## src/rtl/fir_pkg.sv

```systemverilog
// Shared definitions for the FIR decimator.
// IN_W / ACC_W fix the input sample and accumulator widths; SUM_W leaves one
// bit of headroom for the rounding add.
// sat_max / sat_min give the signed clamp limits for an OUT_W-bit result,
// expressed in the SUM_W domain so they can be compared directly.
package fir_pkg;
   localparam int IN_W  = 8;
   localparam int ACC_W = 12;
   localparam int SUM_W = ACC_W + 1;

   typedef logic signed [ACC_W-1:0] acc_t;
   typedef logic signed [SUM_W-1:0] sum_t;

   function automatic sum_t sat_max(input int out_w);
      return sum_t'((1 <<< (out_w - 1)) - 1);
   endfunction

   function automatic sum_t sat_min(input int out_w);
      return sum_t'(-(1 <<< (out_w - 1)));
   endfunction
endpackage

```

## src/rtl/fir_out_fifo.sv

```systemverilog
// Two-entry FIFO that holds decimated output samples.
// Ports:
//   clk_i, rst_ni    clock, asynchronous active-low reset
//   push_i, data_i   write one entry (ignored when full)
//   pop_i            read request; acts only when an entry is present
//   data_o           head entry (entry storage resets to zero)
//   valid_o          FIFO non-empty
//   full_o           both entries occupied (registered, no path from pop_i)
module fir_out_fifo #(
   parameter int W = 8
) (
   input  logic         clk_i,
   input  logic         rst_ni,
   input  logic         push_i,
   input  logic [W-1:0] data_i,
   input  logic         pop_i,
   output logic [W-1:0] data_o,
   output logic         valid_o,
   output logic         full_o
);
   logic [W-1:0] mem_q [2];
   logic         wr_q, rd_q;
   logic [1:0]   cnt_q, cnt_d;
   logic         push, pop;

   assign valid_o = (cnt_q != 2'd0);
   assign full_o  = (cnt_q == 2'd2);
   assign data_o  = mem_q[rd_q];
   assign pop     = pop_i & valid_o;
   assign push    = push_i & ~full_o;

   always_comb begin
      cnt_d = cnt_q;
      case ({push, pop})
         2'b10:   cnt_d = cnt_q + 2'd1;
         2'b01:   cnt_d = cnt_q - 2'd1;
         default: cnt_d = cnt_q;
      endcase
   end

   always_ff @(posedge clk_i or negedge rst_ni) begin
      if (!rst_ni) begin
         mem_q[0] <= '0;
         mem_q[1] <= '0;
         wr_q     <= 1'b0;
         rd_q     <= 1'b0;
         cnt_q    <= 2'd0;
      end else begin
         if (push) begin
            mem_q[wr_q] <= data_i;
            wr_q        <= ~wr_q;
         end
         if (pop) rd_q <= ~rd_q;
         cnt_q <= cnt_d;
      end
   end
endmodule

```

## src/rtl/fir_decim.sv

```systemverilog
// Decimating accumulator for an FIR output stream.
// Sums DECIM signed input samples, rounds half-up, divides by DECIM, clamps
// to OUT_W bits and queues the result in a 2-entry output FIFO.
// Ports:
//   clk, reset                  clock, asynchronous active-low reset
//   s_axis_tdata/tvalid/tready  input sample stream
//   sync_clr                    synchronous clear of accumulator and phase
//   m_axis_tdata/tvalid/tready  decimated output stream (FIFO head)
//   ovf                         sticky saturation flag
module fir_decim
   import fir_pkg::*;
#(
   parameter int DECIM = 4,
   parameter int OUT_W = 8
) (
   input  logic             clk,
   input  logic             reset,
   input  logic [IN_W-1:0]  s_axis_tdata,
   input  logic             s_axis_tvalid,
   output logic             s_axis_tready,
   input  logic             sync_clr,
   output logic [OUT_W-1:0] m_axis_tdata,
   output logic             m_axis_tvalid,
   input  logic             m_axis_tready,
   output logic             ovf
);
   localparam int              SHIFT   = $clog2(DECIM);
   localparam int              PH_W    = SHIFT;
   localparam logic [PH_W-1:0] PH_LAST = PH_W'(DECIM - 1);
   localparam sum_t            RND     = sum_t'(1 <<< (SHIFT - 1));
   localparam sum_t            LIM_HI  = sat_max(OUT_W);
   localparam sum_t            LIM_LO  = sat_min(OUT_W);

   acc_t             acc_q, acc_d;
   logic [PH_W-1:0]  phase_q, phase_d;
   logic             ovf_q;
   logic             rdy_en_q;
   logic             fifo_full;
   logic             accept, last, push;
   sum_t             sum, rounded, shifted;
   logic             sat_hi, sat_lo;
   logic [OUT_W-1:0] res;

   // rdy_en_q holds ready low until the first edge after reset releases.
   // Ready depends only on registered FIFO state, never on m_axis_tready.
   assign s_axis_tready = rdy_en_q & ~fifo_full & ~sync_clr;
   assign accept        = s_axis_tvalid & s_axis_tready;
   assign last          = (phase_q == PH_LAST);
   assign push          = accept & last;
   assign ovf           = ovf_q;

   always_comb begin
      sum     = {acc_q[ACC_W-1], acc_q}
              + {{(SUM_W-IN_W){s_axis_tdata[IN_W-1]}}, s_axis_tdata};
      rounded = sum + RND;
      shifted = rounded >>> SHIFT;
      sat_hi  = (shifted > LIM_HI);
      sat_lo  = (shifted < LIM_LO);
      if (sat_hi)      res = LIM_HI[OUT_W-1:0];
      else if (sat_lo) res = LIM_LO[OUT_W-1:0];
      else             res = shifted[OUT_W-1:0];
   end

   always_comb begin
      acc_d   = acc_q;
      phase_d = phase_q;
      if (sync_clr) begin
         acc_d   = '0;
         phase_d = '0;
      end else if (accept) begin
         if (last) begin
            acc_d   = '0;
            phase_d = '0;
         end else begin
            acc_d   = sum[ACC_W-1:0];
            phase_d = phase_q + 1'b1;
         end
      end
   end

   always_ff @(posedge clk or negedge reset) begin
      if (!reset) begin
         acc_q    <= '0;
         phase_q  <= '0;
         ovf_q    <= 1'b0;
         rdy_en_q <= 1'b0;
      end else begin
         acc_q    <= acc_d;
         phase_q  <= phase_d;
         ovf_q    <= ovf_q | (push & (sat_hi | sat_lo));
         rdy_en_q <= 1'b1;
      end
   end

   fir_out_fifo #(.W(OUT_W)) u_fifo (
      .clk_i   (clk),
      .rst_ni  (reset),
      .push_i  (push),
      .data_i  (res),
      .pop_i   (m_axis_tready),
      .data_o  (m_axis_tdata),
      .valid_o (m_axis_tvalid),
      .full_o  (fifo_full)
   );
endmodule

```

## config.mk

```make
export PLATFORM = sky130hd
export DESIGN_NAME = fir_decim
export DESIGN_NICKNAME = d
export VERILOG_FILES = /design/src/rtl/fir_pkg.sv /design/src/rtl/fir_out_fifo.sv /design/src/rtl/fir_decim.sv
export SDC_FILE = /design/constraint.sdc
export NUM_CORES = 1
export LEC_CHECK = 0
export CORE_MARGIN = 2
export CORE_UTILIZATION = 30
export DETAILED_ROUTE_END_ITERATION = 8
export DONT_BUFFER_PORTS = 1
export HOLD_SLACK_MARGIN = 0.12
export SYNTH_ARGS = -nofsm -noshare
export SYNTH_HDL_FRONTEND = slang
export SYNTH_SLANG_ARGS = --single-unit
```

## constraint.sdc

```tcl
create_clock -name clk -period 3.4 [get_ports clk]
set_input_delay 0.17 -clock clk [delete_from_list [all_inputs] [get_ports clk]]
set_output_delay 0.17 -clock clk [all_outputs]
set_load 0.05 [all_outputs]
```

==> results.sh <==
export IMPL_avgSynthCellArea_um2=10.3
export IMPL_n_fill_cell=820
export IMPL_worstReg2RegEnd="u_fifo.mem_q[9]"
export IMPL_dpl_cell_area_mm2=0.00269
export IMPL_initial_utilization_pct=30.8
export IMPL_grt_start_max_net_pins=37
export IMPL_place_port_buffers=0
export IMPL_cap_violations=0
export IMPL_insertion_delay_ps=290
export IMPL_cp_required_ps=3570
export IMPL_cts_sinks=36
export IMPL_yosysTopAreaCell="dfrtp_1"
export IMPL_yosysMostFrequentCell="dfrtp_1"
export IMPL_worstSetupEndpointType="flip-flop"
export IMPL_wl_per_cell_um=15.6
export IMPL_hold_depth=2
export IMPL_clkTransAtPathRegs_ps=70
export IMPL_finalMaxSlewViolations=0
export IMPL_grt_pass1_vias=1867
export IMPL_crit_buf_inv=1
export IMPL_yosysWarnings=0
export IMPL_cp_max_fo=6
export IMPL_layout_drive_gt1_share_pct=27.0
export IMPL_max_freq_ghz=0.296
export IMPL_timing_rr_start="acc_q[0]"
export IMPL_cts_root_buf="clkbuf_8"
export IMPL_overflow=0
export IMPL_rsz0062_at_grt="true"
export IMPL_core_area_mm2=0.00822
export IMPL_syn_area_mm2=0.00253
export IMPL_yosys_most_used_dff="dfrtp_1"
export IMPL_dp_hpwl_um=4200
export IMPL_fin_nets=291
export IMPL_synthesis_nets=275
export IMPL_die_h_um=95.9
export IMPL_grt_pass1_wl_um=8960
export IMPL_synth_top_area_share_pct=35.6
export IMPL_core_rowCount=33
export IMPL_antenna_left=0
export IMPL_cpPeakStageDelay_ps=410
export IMPL_htreeDepth=2
export IMPL_drt_iter0_drc=70
export IMPL_cts_buffers=5
export IMPL_p_leak_nw=1.33
export IMPL_timing_hold_ws_ps=130
export IMPL_slew_headroom_pct=39.8
export IMPL_die_area_mm2=0.00919
export IMPL_netlist_instances=246
export IMPL_synth_edf_count=0
export IMPL_status="complete, no violations"
export IMPL_vias=1942
export IMPL_hp_start="s_axis_tdata[0]"
export IMPL_register_area_um2=901
export IMPL_worstRegToRegCells=12
export IMPL_r2r_setup_slack_ps=20
export IMPL_cts_buffer_depth=2
export IMPL_antenna_found_initial=0
export IMPL_tightestPinTransition_ps=899
export IMPL_ys_seq_area_share_pct=35.6
export IMPL_final_cells=368
export IMPL_placed_cells=351
export IMPL_synthTopCellsByCount="dfrtp_1, mux2_2, nor2_1"
export IMPL_crit_path_top_delay_cell="dfrtp_1"
export IMPL_drt_pass1_iter_count=4
export IMPL_hold_viol=0
export IMPL_multi_input_area_mm2=0.00171
export IMPL_die_w_um=95.9
export IMPL_synth_cell_types=56
export IMPL_boundaryPins=24
export IMPL_viasPerCell=5.28
export IMPL_crit_chain="ha_4 > fa_2 > a211o_1 > a21o_1 > and2_4 > nor3_1 > and3_1 > a21oi_2 > nor3_4 > buf_12 > o21ai_2 > mux2_2"
export IMPL_wl_um=5730
export IMPL_cp_top_family="simple AND/OR/NAND/NOR gates"
export IMPL_fin_area_mm2=0.00299
export IMPL_min_to="acc_q[0]"
export IMPL_ys_ff_latch=36
export IMPL_period_share_pct=99.3
export IMPL_setup_viol=0
export IMPL_drc=0
export IMPL_diodes=0
export IMPL_async_flop_share_pct=100
export IMPL_power_density_mw_per_mm2=569
export IMPL_worstSetupPathType="reg2reg"
export IMPL_hp_class="in2reg"
export IMPL_worst_setup_path_start_kind="flip-flop"
export IMPL_synthTopCellsByArea="dfrtp_1, mux2_2, ha_1"
export IMPL_finClkSkew_ps=5.66
export IMPL_grtUsageTotal_pct=12.7
export IMPL_min_period_ps=3380
export IMPL_fin_setup_tns_ps=0
export IMPL_critPathArrivalTime_ps=3550
export IMPL_cts_tree="built"
export IMPL_ir_worst_vdd_v=0.000389
export IMPL_syn2layout_area_growth_pct=17.9
export IMPL_place_congestion=0.750
==> cell type report <==
type	count	area share [%]
Timing Repair Buffer	15	4.86
Sequential cell	36	30.2
Multi-Input combinational cell	201	57.2
Tap cell	105	4.40
Inverter	3	0.377
Clock buffer	8	3.02
==> per-layer routing <==
| layer | wire length [µm] | global-route usage [%] |
|---|---|---|
| met2 | 2820 | 20.5 |
| met1 | 2660 | 16.8 |
| met4 | 70 | 3.93 |
| met5 | 0 | 0 |
| met3 | 178 | 3.21 |
==> through the flow <==
step | utilization [%] | setup slack (ps) | power (mW)
3_5_place_dp | 32.7 | 36.7 | 1.25
5_1_grt | 36.3 | -79.4 | 1.81
2_1_floorplan | - | 283 | 1.09
3_3_place_gp | 32.7 | 93.5 | 1.24
6_report | 36.3 | 22.1 | 1.70
4_1_cts | 34.4 | 9.30 | 1.58
==> worst register-to-register path, cell delays in order, from the launching register on <==
cell and delay (ps):
dfrtp_1 410, ha_4 180, fa_2 360, a211o_1 370, a21o_1 240, and2_4 180, nor3_1 300, and3_1 250
a21oi_2 130, nor3_4 320, buf_12 170, o21ai_2 80, mux2_2 280
==> flip-flops by register name (all words and copies together), names as in the netlist <==
register,cells
phase_q,2
ovf,1
u_fifo.wr_q,1
acc_q,12
rdy_en_q,1
u_fifo.cnt_q,2
u_fifo.rd_q,1
u_fifo.mem_q,16
==> logic make-up (layout without fill, tap and decap cells) <==
| logic type | Yosys count | in the layout | share of synthesized area [%] |
|---|---|---|---|
| compound gates | 73 | 73 | 22.1 |
| simple gates | 71 | 71 | 16.1 |
| flops | 36 | 36 | 35.6 |
| mux | 25 | 25 | 11.0 |
| fa+ha+maj | 16 | 16 | 8.20 |
| xor+xnor | 15 | 15 | 5.48 |
| buf+inv | 9 | 26 | 1.43 |
| other cells | 1 | 1 | 0.148 |
==> what timing repair did <==
action                                 in CTS  in global routing
resized for setup                           0                 21
hold buffers                                4                  0
endpoints found under the hold margin      37                  0
setup endpoints to repair                   0                 15
buffers inserted                            0                  5
==> cells in the final DEF, fill, tap and decap left out, types with 4 or more instances in the layout <==
master | netlist | routed
dfrtp_1 | 36 | 36
mux2_2 | 23 | 22
nor2_1 | 19 | 19
nand2_1 | 15 | 15
ha_1 | 15 | 14
o21ai_0 | 10 | 10
buf_4 | 0 | 10
a22o_1 | 9 | 9
xor2_1 | 7 | 7
xnor2_1 | 7 | 7
o21ai_2 | 0 | 7
clkbuf_8 | 0 | 6
a21oi_1 | 5 | 5
and2_1 | 4 | 4
a21o_1 | 4 | 4
==> report_power, final <==
part	switching [mW]	total, mW	leakage [nW]	internal (mW)
combinational	0.484	0.845	0.798	0.361
sequential	0.0604	0.539	0.488	0.479
clock	0.150	0.315	0.0455	0.165
==> how the worst max path moves through the flow <==
stage	to	cells after the start	slack [ps]	from
after floorplan	u_fifo.mem_q[10]	6	280	u_fifo.cnt_q[1]
after global placement	u_fifo.mem_q[14]	11	90	acc_q[0]
after detailed placement	u_fifo.mem_q[14]	11	40	acc_q[0]
after CTS	u_fifo.mem_q[14]	11	9	acc_q[0]
after global routing	u_fifo.mem_q[1]	13	-80	acc_q[0]
final	u_fifo.mem_q[9]	12	20	acc_q[0]
Note: power is estimated with default switching activity, not from simulation.
